File: config.mk
export PLATFORM = sky130hd
export DESIGN_NAME = serial_adder
export DESIGN_NICKNAME = d
export VERILOG_FILES = /design/src/rtl/arith_pkg.sv /design/src/rtl/full_add.sv /design/src/rtl/serial_adder.sv
export SDC_FILE = /design/constraint.sdc
export NUM_CORES = 1
export LEC_CHECK = 0
export BUFFER_PORTS_ARGS = -buffer_cell sky130_fd_sc_hd__buf_2
export CELL_PAD_IN_SITES_DETAIL_PLACEMENT = 1
export CELL_PAD_IN_SITES_GLOBAL_PLACEMENT = 1
export CORE_MARGIN = 8
export CORE_UTILIZATION = 41
export CTS_CLUSTER_SIZE = 20
export DETAILED_ROUTE_END_ITERATION = 7
export PLACE_DENSITY_LB_ADDON = 0.1
export SLEW_MARGIN = 20
export SYNTH_ARGS = -nofsm -noshare
export SYNTH_HDL_FRONTEND = slang
export SYNTH_HIERARCHICAL = 1
export SYNTH_SLANG_ARGS = --single-unit
File: constraint.sdc
create_clock -name clk -period 3.6 [get_ports clk]
set_clock_uncertainty 0.05 [all_clocks]
set_input_delay 0.72 -clock clk [delete_from_list [all_inputs] [get_ports clk]]
set_output_delay 0.72 -clock clk [all_outputs]
set_load 0.005 [all_outputs]
File: src/rtl/arith_pkg.sv
// Shared arithmetic-library definitions: serial FSM state encoding and default widths.
package arith_pkg;

    typedef enum logic [1:0] {
        IDLE = 2'd0,
        RUN  = 2'd1,
        DONE = 2'd2
    } state_t;

    localparam int SERIAL_ADDER_DEFAULT_WIDTH = 8;

endpackage

File: src/rtl/full_add.sv
// Combinational one-bit full adder; additive sibling of the full-subtractor cell.
module full_add (
    input  logic a,
    input  logic b,
    input  logic cin,
    output logic s,
    output logic cout
);

    assign s    = a ^ b ^ cin;
    assign cout = (a & b) | (a & cin) | (b & cin);

endmodule

File: src/rtl/serial_adder.sv
// Bit-serial LSB-first adder: one full-add cell plus a carry flip-flop, WIDTH steps per operation.
module serial_adder
    import arith_pkg::*;
#(
    parameter int WIDTH = SERIAL_ADDER_DEFAULT_WIDTH
) (
    input  logic             clk,
    input  logic             rst,
    input  logic             start,
    input  logic [WIDTH-1:0] a,
    input  logic [WIDTH-1:0] b,
    input  logic             cin,
    output logic             busy,
    output logic             done,
    output logic [WIDTH-1:0] sum,
    output logic             cout,
    output logic             s_bit
);

    localparam int CW = $clog2(WIDTH) + 1;
    localparam logic [CW-1:0] LAST = CW'(WIDTH - 1);

    state_t          state;
    state_t          next_state;
    logic [WIDTH-1:0] ra;
    logic [WIDTH-1:0] rb;
    logic            carry;
    logic [CW-1:0]   count;
    logic            fa_s;
    logic            fa_cout;

    full_add u_full_add (
        .a    (ra[0]),
        .b    (rb[0]),
        .cin  (carry),
        .s    (fa_s),
        .cout (fa_cout)
    );

    always_comb begin
        next_state = state;
        case (state)
            IDLE:    if (start) next_state = RUN;
            RUN:     if (count == LAST) next_state = DONE;
            DONE:    next_state = IDLE;
            default: next_state = IDLE;
        endcase
    end

    // sum/cout are deliberately left alone on start so the previous result stays visible until RUN overwrites it
    always_ff @(posedge clk) begin
        if (rst) begin
            state <= IDLE;
            ra    <= '0;
            rb    <= '0;
            carry <= 1'b0;
            count <= '0;
            sum   <= '0;
            cout  <= 1'b0;
        end else begin
            state <= next_state;
            case (state)
                IDLE: begin
                    if (start) begin
                        ra    <= a;
                        rb    <= b;
                        carry <= cin;
                        count <= '0;
                    end
                end
                RUN: begin
                    sum   <= {fa_s, sum[WIDTH-1:1]};
                    ra    <= ra >> 1;
                    rb    <= rb >> 1;
                    carry <= fa_cout;
                    count <= count + CW'(1);
                    if (count == LAST) cout <= fa_cout;
                end
                default: ;
            endcase
        end
    end

    assign busy  = (state == RUN);
    assign done  = (state == DONE);
    assign s_bit = busy & fa_s;

endmodule

### After elaboration in Yosys (flattened, before gate mapping)

Index checks and enable logic that the tools add are counted.
Widths: inputs -> output; s select.

| word-level totals | value |
|---|---|
| bits in read-only memories | 0 |
| word-level logic and storage cells | 37 |
| memories kept | 0 |
| register bits after elaboration | 32 |
| bits in latches | 0 |
| memory bits (writable) | 0 |
| output and inout bits | 12 |

| operators by class | value |
|---|---|
| bitwise logic cells | 8 |
| add/sub/neg operators | 1 |
| reductions and logical operators | 5 |
| order comparisons | 0 |
| muxes and demuxes | 11 |
| divide/modulo/power cells | 0 |
| shift operators | 0 |
| equal/unequal tests | 5 |
| $mul | 0 |

Operators with widths:

| cell | count |
|---|---|
| $pmux 8 s2 | 2 |
| $mux 8 | 2 |
| $pmux 4 s2 | 1 |
| $reduce_and 2->1 | 3 |
| $add 4x1->4 const B | 1 |
| $and 1x1->1 | 4 |
| $eq 4x3->1 const B | 1 |
| $mux 2 | 2 |
| $mux 4 | 1 |
| $pmux 2 s2 | 1 |
| $eq 2x1->1 const B | 1 |
| $eq 2x2->1 const B | 1 |
| $logic_not 2->1 | 1 |
| $ne 2x1->1 const B | 1 |
| $ne 2x2->1 const B | 1 |
| $or 1x1->1 | 2 |
| $pmux 1 s2 | 1 |
| $reduce_bool 2->1 | 1 |
| $xor 1x1->1 | 2 |
| $mux 1 | 1 |

### Logic depth before layout (Yosys ltp)

| depth | value |
|---|---|
| depth after elaboration | 4 |
| gate-level depth with buffers | 6 |

### By module

Netlist, hierarchy kept.

Modules (own cells, without submodules):

| module | area each (µm²) | cells each | instances | sequential area each (µm²) |
|---|---|---|---|---|
| serial_adder | 1356.3 | 160 | 1 | 640.6 |
| full_add | 20.0 | 1 | 1 | 0.0 |

### Worst setup path after synthesis

Ideal clock, no wire load.

| path | value |
|---|---|
| path kind | flip-flop to output port |
| from | register state[1] |
| to | output port s_bit |
| stages on the path, launching flop included | 7 |
| path slack | 1.843 ns |
| path buffers | 2 |
| arrival time | 0.987 ns |
| cells stage by stage | dfxtp_1 nand2b_1 buf_6 inv_1 buf_4 nand2_1 inv_1 |

| between the ends | value |
|---|---|
| longest elaborated chain between the ends | 2 |

Ends and longest elaborated chain:

| what | RTL line | text |
|---|---|---|
| start: declaration | serial_adder.sv:23 | `state_t state;` |
| start signal: assignment | serial_adder.sv:61 | `state <= next_state;` |
| $eq 2x1->1 | serial_adder.sv:84 | `assign busy = (state == RUN);` |
| net busy | serial_adder.sv:13 | `output logic busy,` |
| $and 1x1->1 | serial_adder.sv:86 | `assign s_bit = busy & fa_s;` |
| end: declaration | serial_adder.sv:17 | `output logic s_bit` |

The timed path passes the listed nets, and every way through them passes these cells.

### Final worst setup path

| path | value |
|---|---|
| from | register state[1] |
| to | output port s_bit |

| between the ends | value |
|---|---|
| longest elaborated chain between the ends | 2 |

Ends and longest elaborated chain:

| what | RTL line |
|---|---|
| $eq 2x1->1 | serial_adder.sv:84 |
| $and 1x1->1 | serial_adder.sv:86 |

No other way between the ends.

==> results_dict.tcl <==
set metrics [dict create \
    worst_pin_slew_ns 0.653 \
    io-pin-count 32 \
    dieArea_sq_um 5470 \
    layout-drive-gt1-share 0.217 \
    cts_buffers 5 \
    antenna_found_initial 0 \
    cp_max_fo 14 \
    vias_per_cell 5.29 \
    crit_type "reg2out" \
    gr-usage-all-layers 0.135 \
    hold_violations 0 \
    num_vias 1243 \
    port_buffers 31 \
    maxCapViolations 0 \
    fin_area_sq_um 1580 \
    required_ns 2.83 \
    grt_overflow_total 0 \
    std_cell_rows 21 \
    min_path_cells 2 \
    synth_area_sq_um 1380 \
    hp-class "reg2reg" \
    min_period_ns 2.52 \
    numClockSinks 32 \
    synth_cell_types 26 \
    combPwrFrac 0.129 \
    dp_hpwl_um 2510 \
    fin_crit_sh 0.700 \
    core_area_sq_um 3280 \
    area_delta_synth_final_pct 15.1 \
    post_cts_resize_count 0 \
    synth_warnings 6 \
    cts_tree "done" \
    first_iter_violations 98 \
    die_h_um 73.9 \
    ys_seq_area_frac 0.465 \
    p_sw_uw 191 \
    peakVddDrop_mv 0.250 \
    fillCellCount 419 \
    syn_nets 183 \
    cp.arrival_ns 1.75 \
    clk_latency_ns 0.34 \
    fmax_mhz 397 \
    async_flop_share 0 \
    setup_viol 0 \
    cts_root_buffer "clkbuf_4" \
    finalPower_uw 695 \
    place_area_sq_um 1520 \
    max-slew-margin-rel 0.564 \
    diodes 0 \
    drt_pass1_iterations 4 \
    slew_violations 0 \
    start_util 0.419 \
    cts-htree-levels 2 \
    endpoint "s_bit" \
    utilization 0.482 \
    r2r_end "ra[1]" \
    ff_latch_area_sq_um 641 \
    status "finished, final reports clean" \
    cellInternalPower_uw 504 \
    synth_edf_count 0 \
    grt_max_degree 33 \
    ys_ff_latch 32 \
    rsz0062_at_grt "false" \
    cts_setup_buffers 0 \
    dp.cells 227 \
    end_kind "output port" \
    cellLeakagePower_nw 0.658 \
    nNetsFinal 210 \
    r2r_setup_slack_ns 1.89 \
    rr_worst_depth 4 \
    cts_hold_buf 0 \
    powerDensity_nw_per_um2 439 \
    cts_buffer_depth 2 \
    grt_pass1_vias 1230 \
    multi_input_area_sq_um 647 \
    layout_common_cells "nor2_1 (32), dfxtp_1 (32), buf_2 (31), nand2_1 (21), a211oi_1 (17)" \
    syn_area_per_cell_sq_um 8.55 \
    ys.flop_type "dfxtp_1" \
    switching_share 0.275 \
    ant_nets 0 \
    wire_per_inst_um 15.0 \
    cp-startpoint "state[1]" \
    pwr-share-clk 0.314 \
    clk_pin_slew_ns 0.10 \
    drc 0 \
    cp-start-kind "register" \
    rr_startpoint "state[0]" \
    synth_cells 161 \
    grt_pass1_wl_um 5680 \
    wl_um 3530 \
    gp_congestion 0.732 \
    seqPwrFrac 0.557 \
    die_w_um 73.9 \
    setup_tns_ns 0 \
    finalNonFillerCells 235 \
]
per-stage QoR:
stage | hold WS, ns | worst slack (ns)
global route | 0.438 | 0.887
finish | 0.419 | 1.08
detailed placement | 0.410 | 1.45
floorplan | 0.403 | 1.84
global placement | 0.398 | 1.56
CTS | 0.424 | 1.07
worst max-delay path: stages (launching register included):
cell and delay [ns]:
dfxtp_1 0.42, nand2b_1 0.37, inv_1 0.30, nand2_1 0.16, inv_1 0.04, buf_2 0.12
power groups by stage:
stage	clock network [mW]	logic, mW	registers (mW)
after floorplan	0	0.0655	0.392
after global placement	0	0.0870	0.394
after detailed placement	0	0.0908	0.395
after CTS	0.226	0.0914	0.387
after global routing	0.240	0.101	0.390
final	0.218	0.0898	0.387
cell families after synthesis:
family,share of synthesized area
AND/OR/NAND/NOR,0.181
buffers and inverters,0.0645
flip-flops,0.465
adder cells (fa/ha/maj),0.0236
AO/OA/AOI/OAI,0.265
how the worst min path moves through the flow:
stage | slack [ns] | to | startpoint
after global placement | 0.40 | sum[0] | sum[0]
after CTS | 0.42 | sum[0] | sum[0]
after detailed placement | 0.41 | sum[0] | sum[0]
final | 0.42 | sum[0] | sum[0]
after global routing | 0.44 | sum[0] | sum[0]
after floorplan | 0.40 | sum[0] | sum[0]
layer usage:
layer	share of wire	global-route usage	up-vias
met5	0	0	-
met4	0.017	0.0599	0
met3	0.053	0.0485	6
met2	0.47	0.204	24
met1	0.46	0.167	595
li1	-	-	618
state kept, by name (all words and copies together), names as in the netlist:
register	cells
carry	1
count	4
ra	8
state	2
sum	8
rb	8
cout	1
layout make-up:
class	count	share of cell area
clock inverters	2	0.00632
repair buffers	32	0.103
inverters	4	0.00948
well taps	46	0.0363
multi-input cells	113	0.408
flip-flops and latches	32	0.404
clock buffers	6	0.0324
synth_stat cells (all sizes together), types with 3 or more instances:
master / number / area, sq um
dfxtp: 32 / 641
inv: 4 / 15.0
nand3: 3 / 15.0
o2bb2ai: 11 / 96.3
nor2: 32 / 120
a22oi: 3 / 22.5
clkbuf: 6 / 23.8
buf: 6 / 50.0
o22ai: 4 / 25.0
a21oi: 10 / 50.1
a211oi: 17 / 128
nand2: 21 / 78.8
No activity file was read; power rests on OpenSTA's default activity.
